File: src/rtl/lcd_instr_arbiter.sv
`default_nettype none
// ============================================================================
//  Module      : lcd_instr_arbiter
//  Description : Round-robin sharing of one LCD instruction transmitter
//                between the configure/refresh FSM (port 0) and the user
//                text/cursor writer (port 1). Supports locked bursts and a
//                watchdog that aborts commands whose done never arrives.
//  Revision    : 1.0 - initial release
// ============================================================================
module lcd_instr_arbiter #(
    parameter int DB_WIDTH       = 10,
    parameter int TIMEOUT_CYCLES = 100000,
    parameter int CNT_WIDTH      = 17
) (
    input  logic                clk,
    input  logic                reset,
    input  logic                req0,
    input  logic                req1,
    input  logic                lock0,
    input  logic                lock1,
    input  logic [DB_WIDTH-1:0] db0,
    input  logic [DB_WIDTH-1:0] db1,
    output logic                grant0,
    output logic                grant1,
    output logic                done0,
    output logic                done1,
    output logic                abort,
    output logic                next_instruction,
    output logic [DB_WIDTH-1:0] db,
    input  logic                done
);

    typedef enum logic [1:0] {
        IDLE      = 2'd0,
        ISSUE     = 2'd1,
        WAIT_DONE = 2'd2,
        HOLD      = 2'd3
    } state_t;

    // Watchdog value seen in the last cycle before the abort is raised.
    localparam logic [CNT_WIDTH-1:0] C_WDOG_LAST = CNT_WIDTH'(TIMEOUT_CYCLES - 1);

    state_t                state_q, state_d;
    logic                  owner_q, owner_d;
    logic                  rr_last_q, rr_last_d;
    logic [CNT_WIDTH-1:0]  wdog_q, wdog_d;
    logic                  mask_q, mask_d;
    logic                  grant0_q, grant0_d;
    logic                  grant1_q, grant1_d;
    logic                  done0_q, done0_d;
    logic                  done1_q, done1_d;
    logic                  abort_q, abort_d;
    logic                  ni_q, ni_d;
    logic [DB_WIDTH-1:0]   db_q, db_d;

    // Arbitration winner in IDLE: with both requesting, the one not served last.
    logic                  w_win;
    logic                  w_owner_req;
    logic                  w_owner_lock;
    logic [DB_WIDTH-1:0]   w_owner_db;

    assign w_win        = (req0 && req1) ? ~rr_last_q : req1;
    assign w_owner_req  = owner_q ? req1  : req0;
    assign w_owner_lock = owner_q ? lock1 : lock0;
    assign w_owner_db   = owner_q ? db1   : db0;

    // Next-state and registered-output computation.
    always_comb begin
        state_d   = state_q;
        owner_d   = owner_q;
        rr_last_d = rr_last_q;
        wdog_d    = wdog_q;
        mask_d    = 1'b0;
        grant0_d  = grant0_q;
        grant1_d  = grant1_q;
        done0_d   = 1'b0;
        done1_d   = 1'b0;
        abort_d   = 1'b0;
        ni_d      = 1'b0;
        db_d      = db_q;

        case (state_q)
            IDLE: begin
                if (!mask_q) begin
                    if (req0 || req1) begin
                        owner_d  = w_win;
                        db_d     = w_win ? db1 : db0;
                        grant0_d = ~w_win;
                        grant1_d = w_win;
                        // Start pulse is registered, so it is raised on entry to ISSUE.
                        ni_d     = 1'b1;
                        wdog_d   = '0;
                        state_d  = ISSUE;
                    end else begin
                        db_d = '0;
                    end
                end
            end

            ISSUE: begin
                // Watchdog counts cycles elapsed since the start pulse.
                wdog_d  = wdog_q + 1'b1;
                state_d = WAIT_DONE;
            end

            WAIT_DONE: begin
                wdog_d = wdog_q + 1'b1;
                if (done) begin
                    // A done landing on the final watchdog cycle wins over the abort.
                    done0_d   = ~owner_q;
                    done1_d   = owner_q;
                    rr_last_d = owner_q;
                    mask_d    = 1'b1;
                    if (w_owner_lock) begin
                        db_d    = '0;
                        state_d = HOLD;
                    end else begin
                        grant0_d = 1'b0;
                        grant1_d = 1'b0;
                        state_d  = IDLE;
                    end
                end else if (wdog_q == C_WDOG_LAST) begin
                    done0_d   = ~owner_q;
                    done1_d   = owner_q;
                    abort_d   = 1'b1;
                    rr_last_d = owner_q;
                    mask_d    = 1'b1;
                    grant0_d  = 1'b0;
                    grant1_d  = 1'b0;
                    state_d   = IDLE;
                end
            end

            HOLD: begin
                if (!mask_q) begin
                    if (w_owner_req) begin
                        db_d    = w_owner_db;
                        ni_d    = 1'b1;
                        wdog_d  = '0;
                        state_d = ISSUE;
                    end else if (!w_owner_lock) begin
                        grant0_d = 1'b0;
                        grant1_d = 1'b0;
                        state_d  = IDLE;
                    end
                end
            end

            default: begin
                state_d = IDLE;
            end
        endcase
    end

    // State and output registers with asynchronous reset.
    always_ff @(posedge clk or posedge reset) begin
        if (reset) begin
            state_q   <= IDLE;
            owner_q   <= 1'b0;
            rr_last_q <= 1'b1;
            wdog_q    <= '0;
            mask_q    <= 1'b0;
            grant0_q  <= 1'b0;
            grant1_q  <= 1'b0;
            done0_q   <= 1'b0;
            done1_q   <= 1'b0;
            abort_q   <= 1'b0;
            ni_q      <= 1'b0;
            db_q      <= '0;
        end else begin
            state_q   <= state_d;
            owner_q   <= owner_d;
            rr_last_q <= rr_last_d;
            wdog_q    <= wdog_d;
            mask_q    <= mask_d;
            grant0_q  <= grant0_d;
            grant1_q  <= grant1_d;
            done0_q   <= done0_d;
            done1_q   <= done1_d;
            abort_q   <= abort_d;
            ni_q      <= ni_d;
            db_q      <= db_d;
        end
    end

    assign grant0           = grant0_q;
    assign grant1           = grant1_q;
    assign done0            = done0_q;
    assign done1            = done1_q;
    assign abort            = abort_q;
    assign next_instruction = ni_q;
    assign db               = db_q;

endmodule
`default_nettype wire

File: config.mk
export PLATFORM = sky130hd
export DESIGN_NAME = lcd_instr_arbiter
export DESIGN_NICKNAME = d
export VERILOG_FILES = /design/src/rtl/lcd_instr_arbiter.sv
export SDC_FILE = /design/constraint.sdc
export NUM_CORES = 1
export LEC_CHECK = 0
export CORE_ASPECT_RATIO = 0.9
export CORE_MARGIN = 5
export CORE_UTILIZATION = 40
export DETAILED_ROUTE_END_ITERATION = 7
export GPL_TIMING_DRIVEN = 0
export PLACE_DENSITY = 0.6
export RECOVER_POWER = 100
export SYNTH_ARGS = -nofsm -noshare
export SYNTH_HDL_FRONTEND = slang
export SYNTH_SLANG_ARGS = --single-unit
File: constraint.sdc
create_clock -name clk -period 3.45 [get_ports clk]
set_clock_uncertainty 0.05 [all_clocks]
set_input_delay 0.69 -clock clk [delete_from_list [all_inputs] [get_ports clk]]
set_output_delay 0.69 -clock clk [all_outputs]
set_load 0.01 [all_outputs]
# Word-level counts from Yosys, hierarchy flattened
# Index checks and enable logic that the tools add are counted.
[word_totals] ff_bits=38 input_bits=27 output_inout_bits=16 elab_cells=101
[classes] n_addsub=1 n_eq_ne=13 muxes=59 bitwise_logic=4 n_reduce_logical=12
[op_table] op="10-bit two-way mux" count=8
[op_table] op="17-bit two-way mux" count=4
[op_table] op="17-bit case mux with 3 select lines" count=1
[op_table] op="1-bit two-way mux" count=33
[op_table] op="10-bit case mux with 3 select lines" count=1
[op_table] op="17-bit by 1-bit adder with 17-bit output (second input constant)" count=1
[op_table] op="17-bit == test (second input constant)" count=1
[op_table] op="2-bit two-way mux" count=8
[op_table] op="2-bit != test (second input constant)" count=7
[op_table] op="6-bit AND reduction" count=2
[op_table] op="2-bit case mux with 4 select lines" count=1
[op_table] op="3-bit != test (second input constant)" count=2
[op_table] op="1-bit case mux with 3 select lines" count=2
[op_table] op="5-bit AND reduction" count=1
[op_table] op="2-bit == test (second input constant)" count=2
[op_table] op="1-bit inverter" count=4
[op_table] op="4-bit AND reduction" count=1
[op_table] op="3-bit AND reduction" count=1
[op_table] op="3-bit nonzero test" count=1
[op_table] op="2-bit by 1-bit == test with 1-bit output (second input constant)" count=1
[op_table] op="2-bit logical NOT" count=1
[op_table] op="1-bit case mux with 2 select lines" count=1
[op_table] op="2-bit AND reduction" count=1
[op_table] op="2-bit nonzero test" count=1
[op_table] op="other kinds (3)" count=3

# Logic depth before layout (Yosys ltp)
# Gate-level depths: netlist of run 1.
[logic_depth] word_depth=6 ltp_mapped=8 mapped_depth_nobuf=7

# Least setup slack after synthesis of run 1
# OpenSTA, ideal clock, no wires.
[synth_path] path_kind="input to register" start="input req0" end="register wdog_q[14]" t_arrival_ps=1951 required_ps=3334 setup_slack_ps=1383 cell_stages=6 path_buffers=1 cell_sequence="buf_4 > nor2_1 > a21o_1 > or3_4 > or4_1 > nand2_1"
[synth_between] elab_chain_len=3 word_cells_on_any_way=5
[synth_rtl] element="start, declared" line="17" source="input logic req0,"
[synth_rtl] element="1-bit two-way mux / 1-bit logical OR (equally long branches)" line="63, 85"
[synth_rtl] element="2-bit != test (no source line)"
[synth_rtl] element="4-bit AND reduction (no source line) *"
[synth_rtl] element="end signal, assigned" line="174" source="wdog_q <= wdog_d;"
[synth_rtl] element="end, declared" line="46" source="logic [CNT_WIDTH-1:0] wdog_q, wdog_d;"
# Every way passes the cells marked *; elsewhere a longest branch is shown, timed or not.
# A chain may end at the register's enable or synchronous reset.

# Worst setup path in the final report of run 1
[layout_path] start="register owner_q" end="register wdog_q[11]"
[layout_between] elab_chain_len=3
[layout_rtl] element="start, declared" line="44" source="logic owner_q, owner_d;"
[layout_rtl] element="start signal, assigned" line="172" source="owner_q <= owner_d;"
[layout_rtl] element="1-bit two-way mux" line="63" source="assign w_owner_req = owner_q ? req1 : req0;"
[layout_rtl] element="2-bit != test (no source line)"
[layout_rtl] element="4-bit AND reduction (no source line)"
# No other way between the ends.

==> results of run 1 <==
## worst reg2reg max path: stages (launching register included)
cell and delay [ps]:
dfrtp_1 320, clkbuf_1 530, nand2_1 150, a21oi_1 480, clkbuf_1 420, nor4_1 140
xnor2_1 170, nor2_1 50
## area by class of cell
class                           instances  area (um^2)
Fill cell                             528         2780
Multi-Input combinational cell        177         1210
Sequential cell                        38          952
Timing Repair Buffer                   40          400
Tap cell                               70         87.6
Clock buffer                            8         80.1
Buffer                                 13         62.6
Inverter                                6         22.5
## per-layer routing
layer / track usage / vias to the layer above
li1: - / 945
met1: 0.233 / 902
met2: 0.238 / 47
met3: 0.0345 / 7
met4: 0.0595 / 0
met5: 0 / -
## Yosys cell counts, types with 2 or more instances
cell type,instances
dfrtp_1,37
nand2_1,29
mux2i_1,18
nor2_1,15
o21ai_0,12
xnor2_1,10
nand3_1,8
o22a_1,8
clkbuf_1,7
a22o_1,6
ha_1,6
nor3_1,6
nor4_1,6
inv_1,5
and3_1,4
and4_1,3
buf_4,3
mux2_2,3
nand2b_1,3
nor4b_1,3
a21o_1,2
a21oi_1,2
a22oi_1,2
and2_1,2
buf_2,2
nand4_1,2
o21a_1,2
o21ai_1,2
o22ai_1,2
## power by group
group	internal, W	switching [W]	leakage (nW)	total [W]
combinational	0.000435	0.000608	0.718	0.00104
sequential	0.000565	0.0000737	0.503	0.000639
clock	0.000144	0.000148	0.0395	0.000292
## final timing paths
path                         endpoint  slack, ps  cells after the start
max in group asynchronous  wdog_q[11]       1260                      2
max reg2reg                wdog_q[11]       1010                      7
min in group asynchronous       db[1]       1220                      2
min reg2reg                     db[8]        430                      2
min                             db[8]        430                      2
max                        wdog_q[11]       1010                      7
## cells by family after synthesis
logic type | synth area share
AND/OR/NAND/NOR | 0.205
AO/OA/AOI/OAI | 0.162
flip-flops | 0.422
multiplexers | 0.0947
buffers and inverters | 0.0410
XOR/XNOR | 0.0427
adder cells (fa/ha/maj) | 0.0332
## registers in the layout, indices dropped and copies added, names as in the netlist
| register | count |
|---|---|
| wdog_q | 17 |
| db | 10 |
| state_q | 2 |
| abort | 1 |
| done0 | 1 |
| done1 | 1 |
| grant0 | 1 |
| grant1 | 1 |
| mask_q | 1 |
| next_instruction | 1 |
| owner_q | 1 |
| rr_last_q | 1 |
## through the flow
stage	utilization	instances	hold slack, ps
CTS	0.505	352	439
global placement	0.491	344	417
finish	0.503	352	431
floorplan	-	234	428
detailed placement	0.491	344	422
global route	0.503	352	461
## cells in the final DEF (no fill, tap or decap), types with 3 or more instances in the layout
master           netlist  routed
ha_1                   6       6
nand3_1                8       8
a22o_1                 6       6
clkbuf_1               7      11
clkdlybuf4s50_1        0      23
nand2b_1               3       3
nor3_1                 6       6
dlygate4sd3_1          0      17
buf_4                  3       3
dfrtp_1               37      37
o21ai_0               12      13
nor2_1                15      15
nor4_1                 6       6
inv_1                  5       5
xnor2_1               10      10
and4_1                 3       3
nor4b_1                3       3
nand2_1               29      29
o22a_1                 8       8
clkbuf_8               0       5
a21oi_1                2       3
and3_1                 4       4
mux2i_1               18      18
==> results.cfg, run 1 <==
[routing]
vias_per_cell = 5.40
drt-met1-wl_mm = 2.69
num_vias = 1901
dr_wl_met2_mm = 2.33
drc = 0
top_layer = met4
drt_iter0_markers = 91
wire_per_inst_um = 15.2
drtPass1Iterations = 4
wl_met3_um = 244
wl_mm = 5.35
drtAntennaViolNets = 0

[die]
rows = 26
die_area_um2 = 7250
io_pins = 43
fp.coreArea_um2 = 5600
start_util = 0.404
die_h_um = 81.3
fp.dieW_um = 89.2

[min_path]
hp-class = register to register
worstHoldStart = db[8]

[timing]
final-hold-violation-count = 0
setup_tns_ps = 0
relSlewSlack = 0.0177
drv_slew = 0
fin_crit_ps = 2440
fmax_ghz = 0.410
worst_pin_slew_ps = 1470
setup_ws_ps = 1010
rsz0062_at_grt = no
setup_viol_count_final = 0
min_period_over_period = 0.706

[cells_and_area]
drive_gt1_frac = 0.0603
final_area_um2 = 2820
area_growth_pct = 24.7
nNetsFinal = 314
antennaDiodeCount = 0

[pwr]
cellLeakagePower_nw = 1.26
finalPower_w = 0.00197
ir_drop_mv = 0.402
power_density_nw_per_um2 = 701

[clock_network]
postCtsSetupBuffers = 0
cts.htree.levels = 2
clk_pin_slew_ps = 70
cts_made_buffers = 5
insertion_delay_ps = 290
cts_tree = yes
cts_resized = 0
cts_hold_buf = 0
clk_path_buf_depth = 2
clock_sinks = 38
clock-root-buffer = clkbuf_8

[worst_setup_path]
critPathRequiredTime_ps = 3560
cp-startpoint = owner_q
worstPathMaxFanout = 10
slowest_stage = clkbuf_1
end_kind = register
crit_arrival_ps = 2540
r2r-start = owner_q
timing.critical_path.mode_cell = clkbuf_1
crit_type = register to register
slowest_delay_ps = 530
critical_path_buf_inv_count = 2
cp_cell_sequence = clkbuf_1 > nand2_1 > a21oi_1 > clkbuf_1 > nor4_1 > xnor2_1 > nor2_1
critPathTopFamily = buffers and inverters
cp-start-kind = register

[logic_synthesis]
synth_nets = 267
synth.avg_cell_area_um2 = 9.65
synth.largest_area_cell = dfrtp_1
yosys_register_bits = 38
synth_edf_count = 0
synth_cells = 234
yosys-top-cells-area = dfrtp_1 (41%), mux2i_1 (8.0%), nand2_1 (4.8%), xnor2_1 (3.9%), ha_1 (3.3%)
synthFlopType = dfrtp_1
yosys.area.top_type_share = 0.410
synth_area_um2 = 2260
ys_types = 53
seq_area_frac_synth = 0.422
async_flop_share = 1.00
yosysWarnings = 0

[grt]
grt-ovfl-total = 0
grt_max_degree = 39
grt_pass1_vias = 1795
grt_pass1_wl_mm = 8.86
antenna_found_initial = 0
gr-usage-all-layers = 0.162

[place]
port_buffers = 40
place_worst_setup_slack_ps = 963
place_area_um2 = 2750
dp_hpwl_mm = 3.84
globalplace.congestion = 0.807

[status]
outcome = finished, final reports clean

[flow_run]
maxCapViolations = 0
No activity file was read; power rests on OpenSTA's default activity.
==> run 2: changes to the inputs <==
PLACE_DENSITY = 0.63   (was 0.6)
clock period = 2.05 ns   (was 3.45 ns; I/O delays follow)
==> run 2 against run 1 <==
Compared with the run above:
- sequential power is 69% higher
- cell area is 6.2% higher
- utilization up 3.1 points
- routed wire length rose by 0.93%
- combinational power rose by 96%
- global-route usage is essentially flat
- worst setup slack worse by 1000 ps
- flip-flop and latch count is the same
- clock power rose by 120%
- largest cell class unchanged
==> results.cfg, run 2 (synthesized netlist as in run 1, its figures left out) <==
[status]
outcome = finished, final reports clean

[worst_setup_path]
crit_arrival_ps = 2170
slowest_delay_ps = 420
critical_path_buf_inv_count = 2
slowest_stage = dfrtp_1
cp_cell_sequence = inv_2 > ha_4 > o21a_1 > a21o_4 > buf_2 > nor4_2 > xnor2_1 > nor2_1
worstPathMaxFanout = 10
cp-start-kind = register
cp-startpoint = state_q[0]
end_kind = register
critPathTopFamily = flip-flops
r2r-start = state_q[0]
critPathRequiredTime_ps = 2170
crit_type = register to register

[timing]
setup_ws_ps = 6.33
final-hold-violation-count = 0
relSlewSlack = 0.458
drv_slew = 0
setup_viol_count_final = 0
fin_crit_ps = 2040
min_period_over_period = 0.997
worst_pin_slew_ps = 812
fmax_ghz = 0.489
rsz0062_at_grt = yes

[clock_network]
clk_pin_slew_ps = 80
clk_path_buf_depth = 2
cts_made_buffers = 5
cts_hold_buf = 0
clock-root-buffer = clkbuf_8
cts_tree = yes
clock_sinks = 38
cts.htree.levels = 2
insertion_delay_ps = 290

[die]
die_h_um = 81.3
start_util = 0.404
fp.dieW_um = 89.2
fp.coreArea_um2 = 5600
io_pins = 43
rows = 26
die_area_um2 = 7250

[pwr]
p_int_w = 0.00226
clkPwrFrac = 0.168
pwr-share-comb = 0.544
ir_drop_mv = 0.664
p_sw_w = 0.00149
pwr-share-seq = 0.288
power_density_nw_per_um2 = 1250
swShare = 0.398
cellLeakagePower_nw = 1.28

[grt]
gr-usage-all-layers = 0.162
grt_max_degree = 39
grt_pass1_vias = 1834
antenna_found_initial = 0
grt-ovfl-total = 0
grt_pass1_wl_mm = 9.02

[cells_and_area]
final_util = 0.534
largest_reg_flops = 17
nNetsFinal = 318
final_area_um2 = 2990
layout_common_cells = clkdlybuf4s50_1 (39), dfrtp_1 (36), nand2_1 (27), mux2i_1 (18), nor2_1 (15)
layout_commonest_cell = clkdlybuf4s50_1
area_growth_pct = 32.4
top_register = wdog_q
antennaDiodeCount = 0
fill_cells = 505
drive_gt1_frac = 0.171
stdcell_count = 356
multiInputGateArea_um2 = 1310
regArea_um2 = 953

[place]
place_area_um2 = 2750
dp_hpwl_mm = 3.75
globalplace.congestion = 0.750
place_worst_setup_slack_ps = -205
dp.cells = 344
port_buffers = 40

[routing]
drtAntennaViolNets = 0
num_vias = 1910
drt_iter0_markers = 58
drc = 0
drtPass1Iterations = 4
wire_per_inst_um = 15.2
vias_per_cell = 5.37
wl_mm = 5.40

[min_path]
worstHoldStart = req0
hp-class = primary input to register

[flow_run]
maxCapViolations = 0
-- run 2: cell types whose count changed in the layout (fill, tap and decap cells not counted), sizes merged --
| cell | delta |
|---|---|
| clkdlybuf4s50 | +16 |
| dlygate4sd3 | -16 |
| buf | +7 |
| clkbuf | -4 |
| bufinv | +1 |
-- run 2: cell type report --
class	count	area share
Multi-Input combinational cell	177	0.437
Sequential cell	38	0.319
Timing Repair Buffer	45	0.146
Tap cell	70	0.0293
Clock buffer	7	0.0255
Buffer	12	0.0255
Clock inverter	1	0.0100
Inverter	6	0.00753
-- run 2: final timing paths --
kind,end,slack (ps),depth (start not counted)
min,owner_q,430,3
min in group asynchronous,db[9],670,2
min reg2reg,db[0],440,2
max,wdog_q[13],6,8
max reg2reg,wdog_q[13],6,8
max in group asynchronous,state_q[1],710,2
-- run 2: tightest hold or removal path: cells and delay by family --
kind                   cells  cell delay (ps)
buffers and inverters      1              150
and+or+nand+nor            1               60
AOI/OAI and AO/OA          1              120
-- run 2: metrics by stage --
step / TNS [ps] / power [W] / hold slack [ps]
2_1_floorplan: 0 / 0.00229 / 428
3_5_place_dp: -3560 / 0.00292 / 426
5_1_grt: -779 / 0.00405 / 450
4_1_cts: 0 / 0.00369 / 429
3_3_place_gp: -8760 / 0.00290 / 416
6_report: 0 / 0.00375 / 434
-- run 2: what timing repair did --
action	CTS	global route
buffers inserted	3	2
pin swaps	2	3
resized for setup	12	20
setup endpoints to repair	16	25
-- run 2: power by group through the flow --
stage	Sequential [W]	Clock (W)	Combinational [W]
detailed placement	0.00108	0	0.00183
CTS	0.00108	0.000646	0.00196
global route	0.00111	0.000684	0.00225
floorplan	0.00112	0	0.00116
finish	0.00108	0.000630	0.00204
global placement	0.00109	0	0.00181
-- run 2: layer usage --
metal	global-route usage	share of wire	vias up
met5	0	0	-
met4	0.0640	0.023	0
met3	0.0345	0.056	11
met2	0.237	0.44	51
met1	0.232	0.48	889
li1	-	-	959
==> run 3: changes to the inputs <==
CORE_MARGIN = not set   (was 5)
MAX_ROUTING_LAYER = met4   (was not set)
==> run 3 against run 2 <==
Compared with the run above:
- cell area is 0.63% higher
- final cell count stayed put
- worst setup slack better by 4.2 ps
- utilization is 2.8 points higher
- clock power is 23% lower
- sequential power hardly changed
- routed wire length is 1.9% lower
- register-to-register slack hardly changed
- non-clock buffer count is 4 higher
- fmax is 0.21% higher
- critical path depth is 1 lower
- count of clock-buffer cells in the layout stayed put
- critical path type unchanged
==> results.cfg, run 3 (synthesized netlist as in run 1, its figures left out) <==
[status]
outcome = finished, final reports clean

[worst_setup_path]
crit_arrival_ps = 2220
cp_cell_sequence = inv_2 > ha_4 > o21a_1 > a21o_4 > or3_4 > or4_1 > nand2_1
crit_type = register to register
rrSetupSlack_ps = 10
slowest_stage = dfrtp_1
end_kind = register
cp-start-kind = register
slowest_delay_ps = 430
worstPathMaxFanout = 8
critPathRequiredTime_ps = 2230

[place]
port_buffers = 40
dp_hpwl_mm = 3.61
globalplace.congestion = 0.762

[die]
fp.coreArea_um2 = 5350
start_util = 0.422
die_h_um = 73.3
rows = 25
die_area_um2 = 5950
fp.dieW_um = 81.2
io_pins = 43

[clock_network]
clk_path_buf_depth = 2
clock_sinks = 38
cts_hold_buf = 0
cts_tree = yes
clk_pin_slew_ps = 70
cts_made_buffers = 5
insertion_delay_ps = 290
clock-root-buffer = clkbuf_8
cts.htree.levels = 2

[pwr]
p_int_w = 0.00215
pwr-share-seq = 0.299
cellLeakagePower_nw = 1.29
power_density_nw_per_um2 = 1210
finalPower_w = 0.00363
ir_drop_mv = 0.802
p_sw_w = 0.00148
swShare = 0.408
clkPwrFrac = 0.133
pwr-share-comb = 0.569

[flow_run]
maxCapViolations = 0

[routing]
wl_mm = 5.30
vias_per_cell = 5.40
dr_wl_met2_mm = 2.26
drt_iter0_markers = 113
wl_met3_um = 203
drtAntennaViolNets = 0
drc = 0
wire_per_inst_um = 14.9
top_layer = met4
drtPass1Iterations = 4
num_vias = 1924
drt-met1-wl_mm = 2.78

[grt]
grt_max_degree = 39
grt-ovfl-total = 0
gr-usage-all-layers = 0.197
antenna_found_initial = 0
grt_pass1_vias = 1748
grt_pass1_wl_mm = 8.58

[timing]
rsz0062_at_grt = yes
min_period_over_period = 0.995
drv_slew = 0
setup_viol_count_final = 0
fmax_ghz = 0.490
fin_crit_ps = 2040
final-hold-violation-count = 0
worst_pin_slew_ps = 793
relSlewSlack = 0.471
setup_tns_ps = 0

[cells_and_area]
area_growth_pct = 33.2
nNetsFinal = 322
layout_commonest_cell = clkdlybuf4s50_1
top_register = wdog_q
layout_common_cells = clkdlybuf4s50_1 (39), dfrtp_1 (37), nand2_1 (28), mux2i_1 (18), nor2_1 (15)
drive_gt1_frac = 0.173
largest_reg_flops = 17
antennaDiodeCount = 0

[min_path]
hp-class = register to register
run 3: worst paths after layout:
path | cells past startpoint | end | start
max reg2reg | 7 | wdog_q[14] | state_q[0]
min | 2 | db[0] | db[0]
min reg2reg | 2 | db[0] | db[0]
min in group asynchronous | 2 | db[2] | reset
max | 7 | wdog_q[14] | state_q[0]
max in group asynchronous | 2 | next_instruction | reset
run 3: area by class of cell:
| cell class | instances | area [um^2] |
|---|---|---|
| plain buffers | 12 | 78.8 |
| clock buffers | 7 | 76.3 |
| fillers | 471 | 2340 |
| inverters | 6 | 22.5 |
| multi-input cells | 177 | 1330 |
| flip-flops and latches | 38 | 952 |
| well taps | 67 | 83.8 |
| repair buffers | 49 | 468 |
run 3: metal layers:
| layer | global-route usage | vias up |
|---|---|---|
| li1 | - | 962 |
| met1 | 0.288 | 914 |
| met2 | 0.266 | 39 |
| met3 | 0.0422 | 9 |
| met4 | 0.0655 | 0 |
| met5 | - | - |
run 3: stage by stage:
stage,std cells,util,instance area (um^2),setup WS [ps],hold slack (ps)
6_report,356,0.563,3010,10.5,431
5_1_grt,356,0.563,3010,-46.7,450
4_1_cts,351,0.538,2880,5.13,423
3_5_place_dp,341,0.513,2740,-154,422
3_3_place_gp,341,0.513,2740,-158,414
2_1_floorplan,234,-,2260,6.19,428
run 3: worst max-delay path, delay by kind of cell, from the launching register on:
kind | cells | cell delay, ps
flip-flops | 1 | 430
buffers and inverters | 1 | 80
AND/OR/NAND/NOR | 3 | 830
AO/OA/AOI/OAI | 2 | 410
adder cells (fa/ha/maj) | 1 | 180
run 3: timing repair:
| item | in CTS | in global routing |
|---|---|---|
| resized for setup | 9 | 28 |
| endpoints found under the setup margin | 16 | 28 |
| cloned | 0 | 0 |
| buffers inserted | 3 | 6 |
| pin swaps | 1 | 0 |
run 3: power by group through the flow:
stage               clock, W  combinational [W]  sequential [W]
finish              0.000482            0.00206         0.00108
CTS                 0.000496            0.00193         0.00108
global route        0.000524            0.00227         0.00111
detailed placement         0            0.00181         0.00109
global placement           0            0.00180         0.00109
floorplan                  0            0.00116         0.00112
